[config.mk]
export PLATFORM = sky130hd
export DESIGN_NAME = bcd_split_arbiter
export DESIGN_NICKNAME = d
export VERILOG_FILES = /design/src/rtl/bcd_split_arbiter.sv
export SDC_FILE = /design/constraint.sdc
export NUM_CORES = 1
export LEC_CHECK = 0
export BUFFER_PORTS_ARGS = -buffer_cell sky130_fd_sc_hd__buf_2
export CAP_MARGIN = 30
export CORE_MARGIN = 1
export CORE_UTILIZATION = 35
export DETAILED_ROUTE_END_ITERATION = 7
export PLACE_DENSITY = 0.65
export SYNTH_ARGS = -nofsm -noshare
export SYNTH_HDL_FRONTEND = slang
export SYNTH_SLANG_ARGS = --single-unit
[constraint.sdc]
create_clock -name CLK -period 2.1 [get_ports CLK]
set_input_delay 0.105 -clock CLK [delete_from_list [all_inputs] [get_ports CLK]]
set_output_delay 0.105 -clock CLK [all_outputs]
set_load 0.01 [all_outputs]
[src/rtl/bcd_split_arbiter.sv]
// -----------------------------------------------------------------------------
// bcd_split_arbiter
//
// Shares one iterative binary-to-decimal splitter between NREQ requesters.
// A round-robin arbiter grants one request per IDLE visit. The granted 8-bit
// value is reduced by repeated subtraction of 100 and then of 10, so no
// divider or modulo logic is needed. The resulting digits are presented
// together with a one-cycle ack pulse to the served requester.
//
// Ports
//   CLK        in   system clock, rising edge
//   RST_n      in   asynchronous active-low reset
//   req        in   [NREQ]    level request per requester, held until ack
//   data_in    in   [8*NREQ]  packed values, requester i at [8i+7:8i]
//   ack        out  [NREQ]    one-cycle pulse to the served requester
//   grant_id   out  [2]       requester being or last served
//   busy       out            high whenever not idle
//   hund_data  out  [4]       hundreds digit (0..2)
//   ten_data   out  [4]       tens digit (0..9)
//   one_data   out  [4]       ones digit (0..9)
// -----------------------------------------------------------------------------
module bcd_split_arbiter #(
   parameter int NREQ = 2
) (
   input  logic                CLK,
   input  logic                RST_n,
   input  logic [NREQ-1:0]     req,
   input  logic [8*NREQ-1:0]   data_in,
   output logic [NREQ-1:0]     ack,
   output logic [1:0]          grant_id,
   output logic                busy,
   output logic [3:0]          hund_data,
   output logic [3:0]          ten_data,
   output logic [3:0]          one_data
);

   localparam int unsigned N = NREQ;

   typedef enum logic [1:0] {
      S_IDLE,
      S_SUB100,
      S_SUB10,
      S_DONE
   } state_t;

   state_t          state, state_nx;

   logic [7:0]      work, work_nx;
   logic [3:0]      hcnt, hcnt_nx;
   logic [3:0]      tcnt, tcnt_nx;
   logic [1:0]      last, last_nx;
   logic [1:0]      gid_nx;
   logic            busy_nx;
   logic [NREQ-1:0] ack_nx;
   logic [3:0]      hund_nx, ten_nx, one_nx;

   // Arbiter results
   logic            found;
   logic [1:0]      pick;
   logic [7:0]      sel_data;

   // Round-robin search: start one past the last served requester and wrap.
   // The inner loop turns the computed index into constant selects.
   always_comb begin
      found = 1'b0;
      pick  = '0;
      for (int unsigned off = 1; off <= N; off++) begin
         for (int unsigned j = 0; j < N; j++) begin
            if (!found && (j == ((32'(last) + off) % N)) && req[j]) begin
               found = 1'b1;
               pick  = 2'(j);
            end
         end
      end
   end

   always_comb begin
      sel_data = '0;
      for (int unsigned j = 0; j < N; j++) begin
         if (2'(j) == pick) begin
            sel_data = data_in[8*j +: 8];
         end
      end
   end

   // State register
   always_ff @(posedge CLK or negedge RST_n) begin
      if (!RST_n) begin
         state <= S_IDLE;
      end else begin
         state <= state_nx;
      end
   end

   // Next state and datapath next values
   always_comb begin
      state_nx = state;
      work_nx  = work;
      hcnt_nx  = hcnt;
      tcnt_nx  = tcnt;
      last_nx  = last;
      gid_nx   = grant_id;
      busy_nx  = busy;
      ack_nx   = '0;
      hund_nx  = hund_data;
      ten_nx   = ten_data;
      one_nx   = one_data;

      case (state)
         S_IDLE: begin
            if (found) begin
               work_nx  = sel_data;
               hcnt_nx  = '0;
               tcnt_nx  = '0;
               gid_nx   = pick;
               busy_nx  = 1'b1;
               state_nx = S_SUB100;
            end
         end

         S_SUB100: begin
            if (work >= 8'd100) begin
               work_nx = work - 8'd100;
               hcnt_nx = hcnt + 4'd1;
            end else begin
               state_nx = S_SUB10;
            end
         end

         S_SUB10: begin
            if (work >= 8'd10) begin
               work_nx = work - 8'd10;
               tcnt_nx = tcnt + 4'd1;
            end else begin
               hund_nx  = hcnt;
               ten_nx   = tcnt;
               one_nx   = work[3:0];
               // ack is registered so it is high exactly during DONE
               for (int unsigned j = 0; j < N; j++) begin
                  ack_nx[j] = (2'(j) == grant_id);
               end
               state_nx = S_DONE;
            end
         end

         S_DONE: begin
            last_nx  = grant_id;
            busy_nx  = 1'b0;
            state_nx = S_IDLE;
         end

         default: begin
            state_nx = S_IDLE;
         end
      endcase
   end

   // Datapath and output registers
   always_ff @(posedge CLK or negedge RST_n) begin
      if (!RST_n) begin
         work      <= '0;
         hcnt      <= '0;
         tcnt      <= '0;
         last      <= 2'(NREQ - 1);   // makes requester 0 first in line
         grant_id  <= '0;
         busy      <= 1'b0;
         ack       <= '0;
         hund_data <= '0;
         ten_data  <= '0;
         one_data  <= '0;
      end else begin
         work      <= work_nx;
         hcnt      <= hcnt_nx;
         tcnt      <= tcnt_nx;
         last      <= last_nx;
         grant_id  <= gid_nx;
         busy      <= busy_nx;
         ack       <= ack_nx;
         hund_data <= hund_nx;
         ten_data  <= ten_nx;
         one_data  <= one_nx;
      end
   end

endmodule

Word-level counts from Yosys, hierarchy flattened --
Index checks and enable logic that the tools add are counted.
Storage, ports and cells: word-level logic and storage cells 82, output and inout port bits 17, input port bits 20, flip-flop bits (word level) 36
Cells by class: reduce and logical (&&, ||, !) cells 26, eq/ne operators 10, muxes and demuxes 26, $add $sub $neg 6, $lt $le $gt $ge 2, bitwise gates (word level) 1
Operators by type and width (number):
- logical NOT 32 bit | 2
- two-way mux 8 bit | 5
- case mux 8 bit (3 select lines) | 1
- case mux 4 bit (2 select lines) | 2
- two-way mux 2 bit | 6
- two-way mux 4 bit | 3
- inequality test 2 bit (second input constant) | 5
- AND reduction 3 bit | 3
- adder 4 x 1 -> 4 bit (second input constant) | 2
- >= comparator 8 x 4 -> 1 bit (second input constant) | 1
- >= comparator 8 x 7 -> 1 bit (second input constant) | 1
- case mux 2 bit (4 select lines) | 1
- subtractor 8 x 4 -> 8 bit (second input constant) | 1
- subtractor 8 x 7 -> 8 bit (second input constant) | 1
- logical AND 1 bit | 7
- two-way mux 1 bit | 7
- logical NOT 2 bit | 3
- AND reduction 2 bit | 3
- nonzero test 2 bit | 3
- == test 1 x 2 -> 1 bit (first input constant) | 2
- == test 2 bit (second input constant) | 2
- AND reduction 4 bit | 1
- logical NOT 1 bit | 3
- nonzero test 3 bit | 1
- other kinds (4) | 5

Longest topological paths before layout --
depth in word-level cells 21, mapped depth 9, gate-level depth less buffers 7

Least setup slack after synthesis --
No wires, ideal clock.
kind reg-to-reg, start point register state[0], end point register work[6], data arrival time 1827 ps, buffers on the path 2, required time 1979 ps, period minus slack after synthesis 1948 ps, path slack 152 ps, cell stages (with the launch flop) 10, library setup time 121 ps, cells stage by stage dfrtp_1 inv_1 ha_1 buf_6 nor3b_4 a311oi_4 o21ai_2 buf_6 a31o_1 a22o_1
Between the ends: word-level cells in the longest chain between the ends 3, elaborated cells between the ends (all ways) 9, those cells by class 5 x eq/ne; 1 x mux; 3 x reduce/logical
RTL lines:
- from (decl) | line 46 | state_t state, state_nx;
- from (signal assigned) | line 91 | state <= state_nx;
- == test 2 bit, or another cell as far along | line 109 | case (state)
- inequality test 2 bit (no line) or nonzero test 3 bit (tied branches)
- AND reduction 4 bit (no line)
- to (signal assigned) | line 172 | work <= work_nx;
- to (decl) | line 48 | logic [7:0] work, work_nx;
Parallel ways exist; a longest one is shown, timed or not. A chain may end at the register's enable or synchronous reset.

Worst setup path in the final report --
start point register work[1], end point register state[1]
Between the ends: word-level cells in the longest chain between the ends 3, elaborated cells between the ends (all ways) 5, those cells by class 2 x order compare; 2 x eq/ne; 1 x reduce/logical
RTL lines (line):
- >= comparator 8 x 4 -> 1 bit or >= comparator 8 x 7 -> 1 bit (tied branches) | 131, 122
- inequality test 2 bit (no line)
- AND reduction 3 bit (no line) *
Every way passes the cells marked *; elsewhere a longest branch is shown, timed or not.

==> results.ini <==
[routing]
firstDrtPassIters = 4
ant_nets = 0
first_iter_violations = 149
wl_um = 4560
wl_per_cell_um = 13.5
via_count = 1739
drc = 0
vias_per_cell = 5.14

[place]
post_dp_cell_area_sq_mm = 0.00248
pre_cts_slack_ns = 0.0446
dpl.hpwl_um = 3400
port_buffers = 35
gp_congestion = 0.872

[critical_path]
startpoint = work[1]
path_cells = inv_1 -> ha_1 -> nand2b_1 -> nor4_4 -> o31a_1 -> a211oi_2 -> mux2_1
r2r_end = state[1]
r2r-start = work[1]
end_kind = register
critPathBufInv = 1
crit_arrival_ns = 2.16
worst_path_largest_cell_delay_ns = 0.40
path_class = register to register
critical-path-top-delay-family = simple AND/OR/NAND/NOR gates
cp-start-kind = register
required_ns = 2.27
worstPathMaxFanout = 5
reg2reg_slack_ns = 0.11
r2r_cells = 7
slowest_stage = dfrtp_1

[layout]
register_area_sq_um = 877
multiInputGateArea_sq_mm = 0.00117
n_antenna_cell = 0
nNetsFinal = 294
post_route_cells_drive_above_1_share_pct = 33.1
final_area_sq_mm = 0.00262
fillers = 567
syn_to_final_growth_pct = 22.0

[clock_network]
cts-buffers-inserted = 5
clockRootBuffer = clkbuf_8
path_clk_slew_ns = 0.07
htree_levels = 2
cts.sinks = 35
cts_tree = built
clk_latency_ns = 0.29
clock_path_buffers = 2

[sta]
maxSlewHeadroom_pct = 48.4
fin_tns_setup_ns = 0
finalHoldViolCount = 0
fin_ws_ns = 0.108
clock_skew_ns = 0.00460
worstMarginPinSlew_ns = 0.774
fmax_mhz = 502
finalSetupViolCount = 0
maxSlewViolCount = 0
rsz0062_at_grt = no
period_share_pct = 94.9
min_period_ns = 1.99

[power_and_ir_drop]
power_frac_comb_pct = 57.7
ir_drop_uv = 586
leakage_uw = 0.00124
p_seq_share_pct = 27.9
power_density_mw_per_mm2 = 1570
p_switching_uw = 1740
swShare_pct = 42.1
p_int_uw = 2390
clkPwrFrac_pct = 14.3

[yosys]
seq_area_frac_synth_pct = 40.8
syn_area_sq_mm = 0.00215
synth-warning-count = 0
synth.area.top_cells = dfrtp_1, ha_1, o21ai_0
yosysTopAreaCellShare_pct = 39.6
synth.distinct_cells = 55
synth_ff_type = dfrtp_1
netlist_top_cells_count = dfrtp_1, nand2_1, o21ai_0
async_reset_ff_share_pct = 100
ys_seq_elements = 35
synth_fp_nets = 244
synth_area_leader_cell = dfrtp_1
synth_edf_count = 0
yosysMostFrequentCell = dfrtp_1
syn_inst = 213
syn_avg_cell_area_sq_um = 10.1

[min_path]
min_to = grant_id[0]
hold_path_class = input port to register
min_path_cells = 3
worstHoldStart = req[0]

[floorplan]
ios = 37
start_util_pct = 36.3
die_x_um = 80.4
core-area_sq_mm = 0.00592
rows = 28
die_area_sq_mm = 0.00646
dieHeight_um = 80.4

[global_route]
grt_max_degree = 36
overflow = 0
grt_usage_pct = 15.6
grt_pass1_wl_um = 7660
grt_pass1_vias = 1658
antenna_found_initial = 0

[run_status]
status = finished clean

[run]
drv_cap = 0

registers in the layout, summed over array words and instances, names as in the netlist:
register and count:
grant_id 1, hcnt 4, ack 2, work 8, hund_data 4, busy 1
tcnt 4, one_data 4, ten_data 4, last 1, state 2
worst register-to-register path, stage by stage, from the launching register on:
cell and delay, ns:
dfrtp_1 0.40, inv_1 0.17, ha_1 0.19, nand2b_1 0.09, nor4_4 0.39, o31a_1 0.25, a211oi_2 0.06, mux2_1 0.32
layout make-up:
class,instances,share of cell area [%]
Tap cell,75,3.58
Clock inverter,2,1.43
Multi-Input combinational cell,157,44.5
Sequential cell,35,33.4
Inverter,8,1.14
Timing Repair Buffer,56,13.3
Clock buffer,5,2.62
kinds of logic (layout without fill, tap and decap cells):
| kind of cell | after synthesis | in the layout | synth area share (%) |
|---|---|---|---|
| flops | 35 | 35 | 40.8 |
| simple gates | 67 | 67 | 17.4 |
| compound gates | 59 | 59 | 20.0 |
| mux | 16 | 16 | 8.49 |
| fa+ha+maj | 11 | 11 | 6.40 |
| xor+xnor | 3 | 3 | 1.22 |
| other cells | 1 | 1 | 0.174 |
| buf+inv | 21 | 71 | 5.58 |
cell usage in the layout, fill, tap and decap left out, drive strengths merged, types with 2 or more instances in the layout:
cell type / Yosys / final
o31a: 2 / 2
a22o: 4 / 4
and3: 2 / 2
nor3: 4 / 4
nor2: 14 / 14
a21oi: 7 / 7
nor2b: 7 / 7
a31oi: 4 / 4
nand2: 25 / 25
a31o: 2 / 2
buf: 9 / 55
nand3: 4 / 4
xor2: 2 / 2
inv: 8 / 8
o21ai: 23 / 23
mux2: 12 / 12
clkbuf: 4 / 5
a211oi: 3 / 3
or3: 2 / 2
mux2i: 4 / 4
nor4: 2 / 2
nand2b: 3 / 3
dfrtp: 34 / 34
ha: 11 / 11
o221ai: 2 / 2
worst max-delay path by stage:
stage / to / cells after the start / slack [ns]
3_3_place_gp: work[6] / 7 / 0.10
6_report: state[1] / 7 / 0.11
2_1_floorplan: work[6] / 9 / 0.15
4_1_cts: state[1] / 7 / 0.04
5_1_grt: state[1] / 7 / 0.003
3_5_place_dp: state[1] / 7 / 0.04
power groups by stage:
| stage | Clock, uW | Sequential (uW) | Combinational, uW |
|---|---|---|---|
| 6_report | 592 | 1150 | 2380 |
| 5_1_grt | 631 | 1190 | 2640 |
| 3_3_place_gp | 0 | 1160 | 2300 |
| 4_1_cts | 610 | 1150 | 2320 |
| 2_1_floorplan | 0 | 1160 | 1650 |
| 3_5_place_dp | 0 | 1170 | 2290 |
timing repair:
item                                   CTS  global route
setup endpoints to repair                0             4
hold buffers                             1             0
buffers inserted                         0             2
endpoints found under the hold margin   34             0
gates resized for setup                  0             3
metrics by stage:
stage | total power, uW | instances | utilization, % | hold WS, ns
6_report | 4120 | 338 | 44.3 | 0.162
5_1_grt | 4470 | 338 | 44.3 | 0.173
4_1_cts | 4090 | 336 | 43.8 | 0.158
3_5_place_dp | 3460 | 328 | 41.8 | 0.232
3_3_place_gp | 3460 | 328 | 41.8 | 0.222
2_1_floorplan | 2810 | 213 | - | -0.191
layer usage:
metal  GRT usage, %  up-vias  wire length [um]
li1               -      867                 -
met1           20.6      819              2190
met2           24.8       46              2100
met3           3.07        7               199
met4           5.89        0                76
met5              0        -                 0
Power figures use the tool's default switching activity.
